File: config.mk
export PLATFORM = sky130hd
export DESIGN_NAME = pattern_matcher
export DESIGN_NICKNAME = d
export VERILOG_FILES = /design/src/rtl/pattern_matcher.sv
export SDC_FILE = /design/constraint.sdc
export NUM_CORES = 1
export LEC_CHECK = 0
export ABC_AREA = 1
export CORE_MARGIN = 2
export CORE_UTILIZATION = 46
export CTS_CLUSTER_DIAMETER = 80
export DETAILED_ROUTE_END_ITERATION = 10
export PLACE_DENSITY = 0.71
export SLEW_MARGIN = 20
export SYNTH_ARGS = -nofsm -noshare
export SYNTH_HDL_FRONTEND = slang
export SYNTH_SLANG_ARGS = --single-unit
File: constraint.sdc
create_clock -name clk -period 1.6 [get_ports clk]
set_input_delay 0.48 -clock clk [delete_from_list [all_inputs] [get_ports clk]]
set_output_delay 0.48 -clock clk [all_outputs]
set_load 0.1 [all_outputs]
File: src/rtl/pattern_matcher.sv
// Serial bit-pattern detector with a per-bit don't-care mask.
// Supports overlapping and non-overlapping detection, plus a saturating match counter.
module pattern_matcher #(
  parameter int PAT_W = 8,
  parameter int CNT_W = 8,
  parameter logic [PAT_W-1:0] DEF_PAT = PAT_W'(8'b10110110)
) (
  input  logic             clk,
  input  logic             reset,
  input  logic             valid,
  input  logic             bit_in,
  input  logic             cfg_load,
  input  logic [PAT_W-1:0] cfg_pattern,
  input  logic [PAT_W-1:0] cfg_mask,
  input  logic             overlap_en,
  input  logic             clear_cnt,
  output logic             bit_out,
  output logic [CNT_W-1:0] match_count
);

  localparam int FW = (PAT_W > 2) ? $clog2(PAT_W) : 1;

  localparam logic [0:0] S_FILL   = 1'b0;
  localparam logic [0:0] S_DETECT = 1'b1;

  logic [0:0]       r_state;
  logic [FW-1:0]    r_fill;
  logic [PAT_W-1:0] r_sh;
  logic [PAT_W-1:0] r_pat;
  logic [PAT_W-1:0] r_mask;
  logic             r_bit_out;
  logic [CNT_W-1:0] r_cnt;

  logic [PAT_W-1:0] w_sh_next;
  logic             w_last;
  logic             w_cand;
  logic             w_match;

  // A bit is a candidate once PAT_W bits are in since the last restart;
  // a bit arriving together with cfg_load is dropped.
  always_comb begin
    w_sh_next = {r_sh[PAT_W-2:0], bit_in};
    w_last    = (r_fill == FW'(PAT_W - 1));
    w_cand    = valid && !cfg_load
                && ((r_state == S_DETECT) || w_last);
    w_match   = w_cand
                && (((w_sh_next ^ r_pat) & r_mask) == '0);
  end

  // Shift register, fill counter, FSM, configuration and pulse output.
  always_ff @(posedge clk) begin
    if (reset) begin
      r_state   <= S_FILL;
      r_fill    <= '0;
      r_sh      <= '0;
      r_pat     <= DEF_PAT;
      r_mask    <= '1;
      r_bit_out <= 1'b0;
    end else begin
      r_bit_out <= w_match;
      if (cfg_load) begin
        r_pat   <= cfg_pattern;
        r_mask  <= cfg_mask;
        r_sh    <= '0;
        r_fill  <= '0;
        r_state <= S_FILL;
      end else if (valid) begin
        r_sh <= w_sh_next;
        if (w_match && !overlap_en) begin
          r_state <= S_FILL;
          r_fill  <= '0;
        end else if (r_state == S_FILL) begin
          if (w_last) begin
            r_state <= S_DETECT;
          end else begin
            r_fill <= r_fill + FW'(1);
          end
        end
      end
    end
  end

  // Saturating match counter; a clear in a match cycle still counts that match.
  always_ff @(posedge clk) begin
    if (reset) begin
      r_cnt <= '0;
    end else if (clear_cnt) begin
      r_cnt <= w_match ? CNT_W'(1) : '0;
    end else if (w_match && (r_cnt != '1)) begin
      r_cnt <= r_cnt + CNT_W'(1);
    end
  end

  assign bit_out     = r_bit_out;
  assign match_count = r_cnt;

endmodule

Yosys cells after proc, flatten, opt, wreduce, memory -nomap -nowiden

Cells that the tools add are included.

Bits in registers: 36
Latch bits: 0
RAM bits: 0
Bits in read-only memories: 0
Input port bits: 23
Output and inout port bits: 9
Word-level logic and storage cells: 36
Memories: 0

Add/subtract/negate cells: 2
Multiply operators: 0
Divide/modulo/power cells: 0
Order comparisons: 0
Equal/unequal tests: 4
Shifts and indexed selects: 0
Multiplexer cells: 9
Bitwise operators: 2
Reductions and logical operators: 12

Operators by type and width:

| operator                                                        | number |
|---|---|
| 8-bit 2-to-1 mux                                                | 2 |
| 3-bit 2-to-1 mux                                                | 3 |
| 8-bit by 1-bit adder with 8-bit output, second input constant   | 1 |
| 8-bit bitwise AND                                               | 1 |
| 8-bit logical NOT                                               | 1 |
| 8-bit != test, second input constant                            | 1 |
| 8-bit bitwise XOR                                               | 1 |
| 1-bit logical AND                                               | 5 |
| 1-bit 2-to-1 mux                                                | 4 |
| 2-bit by 1-bit != test with 1-bit output, second input constant | 2 |
| 3-bit by 1-bit adder with 3-bit output, second input constant   | 1 |
| 3-bit == test, second input constant                            | 1 |
| 3-bit AND reduction                                             | 1 |
| 1-bit logical NOT                                               | 2 |
| 2-bit nonzero test                                              | 1 |
| 2-bit OR reduction                                              | 1 |
| 1-bit logical OR                                                | 1 |

Longest topological paths before layout

Word-level depth: 7
Mapped depth: 13
Depth with buffers taken out: 12

Least setup slack after synthesis

OpenSTA, ideal clock, no wires.

Path kind: register -> register
From: reg r_cnt[0], in the netlist match_count[0]
To: reg r_cnt[4], in the netlist match_count[4]
Library setup time: 71 ps
Data arrival time: 2214 ps
Data required time: 1529 ps
Setup slack: -684 ps
Stages on the path, launching flop included: 9
Path buffers: 1
Clock period less this slack: 2284 ps
Cells stage by stage: dfxtp_1 ha_1 nand2_1 nor3_1 nand3_1 nand2_2 buf_6 nand3_1 a21oi_1

Word-level cells in the longest chain between the ends: 3
Elaborated cells on any way between the ends: 6
Those cells by class: add/sub: 1; eq/ne: 1; mux: 2; reduce/logical: 2

RTL lines:

| what                                                                    | line   | text |
|---|---|---|
| from (decl)                                                             | 32     | `logic [CNT_W-1:0] r_cnt;` |
| from (signal assigned)                                                  | 88     | `r_cnt <= w_match ? CNT_W'(1) : '0;` |
| from (signal assigned)                                                  | 90     | `r_cnt <= r_cnt + CNT_W'(1);` |
| 8-bit by 1-bit adder with 8-bit output or 8-bit != test (tied branches) | 90, 89 |  |
| 8-bit 2-to-1 mux or 1-bit logical AND (tied branches)                   | 89     | `end else if (w_match && (r_cnt != '1)) begin` |
| 8-bit 2-to-1 mux or 2-bit nonzero test (tied branches)                  | --     |  |

Parallel ways exist; a longest one is shown, timed or not. The select of a mux whose other input is x is not followed.
A chain may end at the register's enable or synchronous reset.

Worst setup path in the final report

From: reg r_fill[0]
To: reg r_fill[1]

Word-level cells in the longest chain between the ends: 7
Elaborated cells on any way between the ends: 12
Those cells by class: add/sub: 1; eq/ne: 3; mux: 3; reduce/logical: 5

RTL lines:

| what                                               | line | text |
|---|---|---|
| from (decl)                                        | 27   | `logic [FW-1:0] r_fill;` |
| from (signal assigned)                             | 76   | `r_fill <= r_fill + FW'(1);` |
| 3-bit == test                                      | 43   | `w_last = (r_fill == FW'(PAT_W - 1));` |
| 1-bit logical OR                                   | 45   | `&& ((r_state == S_DETECT) \|\| w_last);` |
| 1-bit logical AND                                  | 45   |  |
| 1-bit logical AND                                  | 47   | `&& (((w_sh_next ^ r_pat) & r_mask) == '0);` |
| 1-bit logical AND                                  | 69   | `if (w_match && !overlap_en) begin` |
| 2-bit by 1-bit != test with 1-bit output (no line) | --   |  |
| 3-bit AND reduction (no line)                      | --   |  |

Parallel ways exist; a longest one is shown, timed or not. The select of a mux whose other input is x is not followed.

==> report_table.html <==
<table>
<tr><th>Metric</th><th>Value</th></tr>
<tr><th colspan="2">Outcome</th></tr>
<tr><td>Status</td><td>finished with violations</td></tr>
<tr><td>Violations in the final reports</td><td>negative setup slack</td></tr>
<tr><th colspan="2">Yosys</th></tr>
<tr><td>Number of distinct library cells after synthesis</td><td>21</td></tr>
<tr><td>Cell count after synthesis</td><td>238</td></tr>
<tr><td>Nets in the synthesized netlist</td><td>roughly 260</td></tr>
<tr><td>Syn Std Cell Area</td><td>between 1500 and 2000 sq um</td></tr>
<tr><td>Flip-flop and latch count after synthesis</td><td>36</td></tr>
<tr><td>Sequential share of the synthesized area</td><td>a little over two fifths</td></tr>
<tr><td>Synth warnings</td><td>0</td></tr>
<tr><td>Average size of a mapped cell</td><td>~7 sq um</td></tr>
<tr><th colspan="2">STA</th></tr>
<tr><td>Final worst-path setup slack</td><td>-0.0558 ns</td></tr>
<tr><td>Worst slew margin relative to its limit</td><td>a little over 70%</td></tr>
<tr><td>Hold Fails Final Rpt</td><td>0</td></tr>
<tr><td>Setup Viol. Count Final</td><td>10</td></tr>
<tr><td>Crit share post-route</td><td>103%</td></tr>
<tr><td>Setup skew after layout</td><td>around 0.0087 ns</td></tr>
<tr><td>Final-layout worst hold slack</td><td>0.472 ns</td></tr>
<tr><td>RSZ-0062 raised after global routing</td><td>true</td></tr>
<tr><td>Final max-slew violation count</td><td>0</td></tr>
<tr><td>Peak clock frequency supported by timing</td><td>~600 MHz</td></tr>
<tr><td>TNS Setup</td><td>-0.315 ns</td></tr>
<tr><td>Slew @ Worst Pin</td><td>0.415 ns</td></tr>
<tr><td>Post-route minimum period</td><td>~1.7 ns</td></tr>
<tr><th colspan="2">Clocking</th></tr>
<tr><td>Source-to-sink clock delay at the later pin of the worst-skew pair</td><td>about 0.34 ns</td></tr>
<tr><td>Number of clock sinks</td><td>36</td></tr>
<tr><td>Clock Tree Root</td><td>sky130_fd_sc_hd__clkbuf_4</td></tr>
<tr><td>Total clock buffers created by CTS</td><td>5</td></tr>
<tr><td>Clock transition at the registers of the reported paths</td><td>0.12 ns</td></tr>
<tr><td>CTS hold repair buffers</td><td>0</td></tr>
<tr><td>Number of H-tree levels</td><td>2</td></tr>
<tr><td>CTS tree</td><td>built</td></tr>
<tr><td>Bufs on Longest Clock Path</td><td>2</td></tr>
<tr><td>Post-CTS Setup Bufs</td><td>0</td></tr>
<tr><th colspan="2">Floorplanning</th></tr>
<tr><td>Vertical die dimension</td><td>~64 microns</td></tr>
<tr><td>Placeable core region</td><td>3390 sq um</td></tr>
<tr><td>Cell Rows</td><td>21</td></tr>
<tr><td>Starting utilization of the core area</td><td>roughly 49%</td></tr>
<tr><td>I/O pin count</td><td>32</td></tr>
<tr><td>Die area</td><td>~4100 sq um</td></tr>
<tr><td>Die span in x</td><td>~64 microns</td></tr>
<tr><th colspan="2">Run</th></tr>
<tr><td>Number of maximum-capacitance violations</td><td>0</td></tr>
<tr><th colspan="2">Power</th></tr>
<tr><td>Maximum vdd ir drop</td><td>roughly 0.55 mV</td></tr>
<tr><td>Power Dens Cells</td><td>771 nW/um^2</td></tr>
<tr><td>Power, Total</td><td>1.83 mW</td></tr>
<tr><td>Leakage power of the design</td><td>0.995 nW</td></tr>
<tr><th colspan="2">Setup path</th></tr>
<tr><td>WP buf/inv</td><td>1</td></tr>
<tr><td>Maximum net fanout on the critical path</td><td>2</td></tr>
<tr><td>Delay of the slowest cell on the worst path</td><td>between 0.3 and 0.4 ns</td></tr>
<tr><td>Worst Setup Path Type</td><td>reg -&gt; reg</td></tr>
<tr><td>Kind of end point of the critical path</td><td>register</td></tr>
<tr><td>Top Family by Delay on Critical Path</td><td>simple AND/OR/NAND/NOR gates</td></tr>
<tr><td>Cell repeated most along the worst path</td><td>sky130_fd_sc_hd__nor2_2</td></tr>
<tr><td>Cell with the largest stage delay on the worst path</td><td>sky130_fd_sc_hd__dfxtp_2</td></tr>
<tr><td>Required time at the endpoint of the critical path</td><td>between 1.5 and 2 ns</td></tr>
<tr><td>FF-to-FF setup slack</td><td>-0.06 ns</td></tr>
<tr><td>Cell breakdown of the critical path</td><td>ha_4, ha_4, nor2_2, nor2_2, nand2_1, nor2_2, nand4_1, buf_4, nand2_2, nand3_2, nand2_1, nor2_1</td></tr>
<tr><td>Worst Setup Start Kind</td><td>register</td></tr>
<tr><td>Crit path DAT</td><td>between 1.5 and 2 ns</td></tr>
<tr><th colspan="2">Final layout</th></tr>
<tr><td>Layout Nets</td><td>310</td></tr>
<tr><td>Ant. Diodes</td><td>0</td></tr>
<tr><td>Proportion of layout cells with a drive suffix above 1</td><td>between 20 and 25%</td></tr>
<tr><td>Post-synthesis to final-layout area growth</td><td>43.8%</td></tr>
<tr><td>Multi-input combinational cell area</td><td>~840 sq um</td></tr>
<tr><td>FILL cells</td><td>280</td></tr>
<tr><td>Area occupied by registers</td><td>748 sq um</td></tr>
<tr><th colspan="2">Global routing</th></tr>
<tr><td>Overall overflow remaining after global route</td><td>0</td></tr>
<tr><td>Largest net degree at the start of global routing</td><td>21</td></tr>
<tr><td>Number of antenna violations at the first check in global routing</td><td>0</td></tr>
<tr><td>Wire length of the first global-routing pass</td><td>6.29 mm</td></tr>
<tr><td>Vias in the first global route</td><td>around 1,500</td></tr>
<tr><td>Global Route Usage Sum</td><td>roughly a fifth</td></tr>
<tr><th colspan="2">Routing</th></tr>
<tr><td>Number of vias in the routed layout</td><td>about 1,600</td></tr>
<tr><td>WL/cell</td><td>just over 10 microns</td></tr>
<tr><td>Residual DRC</td><td>0</td></tr>
<tr><td>Sum of routed wire length over all layers</td><td>around 3.4 mm</td></tr>
<tr><td>Iteration-0 DRC Markers</td><td>55</td></tr>
<tr><td>Drt first pass iters</td><td>6</td></tr>
<tr><td>Vias/cell</td><td>between 4 and 5</td></tr>
<tr><td>Routed Antenna Nets</td><td>0</td></tr>
<tr><th colspan="2">Placed design</th></tr>
<tr><td>Detailed-placement wirelength estimate</td><td>about 2.5 mm</td></tr>
<tr><td>RePlAce Congestion</td><td>0.789</td></tr>
<tr><td>Number of buffer cells added on primary ports</td><td>31</td></tr>
<tr><th colspan="2">Min path</th></tr>
<tr><td>Hold Crit Class</td><td>reg -&gt; reg</td></tr>
</table>
==> state kept, by name, indices dropped and copies added, names as in the netlist <==
signal / count
bit_out: 1
match_count: 8
r_fill: 3
r_mask: 8
r_pat: 8
r_sh: 7
r_state: 1
==> layout make-up <==
cell class	instances	area share (%)
Tap cell	46	2.42
Inverter	32	5.27
Sequential cell	36	31.5
Multi-Input combinational cell	163	35.5
Timing Repair Buffer	46	21.5
Clock buffer	8	3.79
==> logic make-up after synthesis <==
logic type | count (synthesis) | share of synthesized area [%]
adders and majority gates | 3 | 2.27
and+or+nand+nor | 119 | 30.7
buffers and inverters | 40 | 10.3
DFF | 36 | 43.6
AOI/OAI and AO/OA | 38 | 12.0
xor gates and xnor gates | 2 | 1.06
==> cells in the mapped netlist <==
cell	n	area share [%]
sky130_fd_sc_hd__buf_6	2	1.4
sky130_fd_sc_hd__clkbuf_1	6	1.4
sky130_fd_sc_hd__o31ai_1	1	0.45
sky130_fd_sc_hd__ha_1	3	2.3
sky130_fd_sc_hd__nand2_1	59	13
sky130_fd_sc_hd__a21oi_1	20	6.1
sky130_fd_sc_hd__nand4_1	3	1.1
sky130_fd_sc_hd__nor2_2	2	0.76
sky130_fd_sc_hd__dfxtp_1	36	44
sky130_fd_sc_hd__inv_1	31	7.0
sky130_fd_sc_hd__nand3_1	23	7.0
sky130_fd_sc_hd__nor2_4	1	0.68
sky130_fd_sc_hd__nor3_1	5	1.5
sky130_fd_sc_hd__o21ai_0	15	4.5
sky130_fd_sc_hd__clkinv_4	1	0.53
sky130_fd_sc_hd__xnor2_1	1	0.53
sky130_fd_sc_hd__xor2_1	1	0.53
sky130_fd_sc_hd__o21ai_2	1	0.53
sky130_fd_sc_hd__nor2_1	24	5.5
sky130_fd_sc_hd__a211oi_1	1	0.45
sky130_fd_sc_hd__nand2_2	2	0.76
==> worst register-to-register path, cell delays in order (launching register included) <==
cell                      delay [ns]
sky130_fd_sc_hd__dfxtp_2        0.38
sky130_fd_sc_hd__ha_4           0.14
sky130_fd_sc_hd__ha_4           0.11
sky130_fd_sc_hd__nor2_2         0.04
sky130_fd_sc_hd__nor2_2         0.10
sky130_fd_sc_hd__nand2_1        0.07
sky130_fd_sc_hd__nor2_2         0.12
sky130_fd_sc_hd__nand4_1        0.19
sky130_fd_sc_hd__buf_4          0.20
sky130_fd_sc_hd__nand2_2        0.05
sky130_fd_sc_hd__nand3_2        0.06
sky130_fd_sc_hd__nand2_1        0.07
sky130_fd_sc_hd__nor2_1         0.03
==> power by group <==
group / total, mW / internal [mW] / switching (mW)
clock: 0.662 / 0.352 / 0.310
combinational: 0.222 / 0.115 / 0.108
sequential: 0.946 / 0.924 / 0.0221
total: 1.83 / 1.39 / 0.439
==> layout by cell type, fill, tap and decap left out, drive strengths merged, types with 3 or more instances in the layout <==
cell type and instances:
a21oi 20, buf 24, clkbuf 8, clkdlybuf4s50 21, dfxtp 36, ha 3
inv 31, nand2 62, nand3 23, nand4 3, nor2 27, nor3 5
o21ai 16
==> final timing paths <==
path / startpoint / endpoint / cells after the start
setup reg to reg: r_fill[0]$_SDFFE_PP0P_ / r_fill[1]$_SDFFE_PP0P_ / 12
hold / removal: r_mask[7]$_SDFFE_PP1P_ / r_mask[7]$_SDFFE_PP1P_ / 2
setup / recovery: r_fill[0]$_SDFFE_PP0P_ / r_fill[1]$_SDFFE_PP0P_ / 12
hold reg to reg: r_mask[7]$_SDFFE_PP1P_ / r_mask[7]$_SDFFE_PP1P_ / 2
==> metal layers <==
layer | vias to the layer above | share of wire (%) | GRT usage [%]
met5 | - | 0 | 0
met1 | 685 | 47 | 23.7
met2 | 37 | 46 | 32.6
met4 | 0 | 1.3 | 6.52
li1 | 848 | - | -
met3 | 5 | 4.8 | 6.16
==> per-stage QoR <==
| step | setup WS [ns] | utilization, % | instance area, sq um | instances |
|---|---|---|---|---|
| final | -0.0558 | 70.1 | 2370 | 331 |
| after global routing | -0.231 | 70.1 | 2370 | 331 |
| after CTS | -0.0849 | 69.7 | 2360 | 331 |
| after detailed placement | -0.574 | 65.5 | 2220 | 322 |
| after global placement | -0.483 | 65.5 | 2220 | 322 |
| after floorplan | 0.00443 | - | 1690 | 238 |
==> timing repair <==
item	CTS	global route
cloned	1	0
endpoints found under the setup margin	12	13
endpoints found under the hold margin	0	0
resized for setup	16	4
pin swaps	3	3
Power figures use the tool's default switching activity.
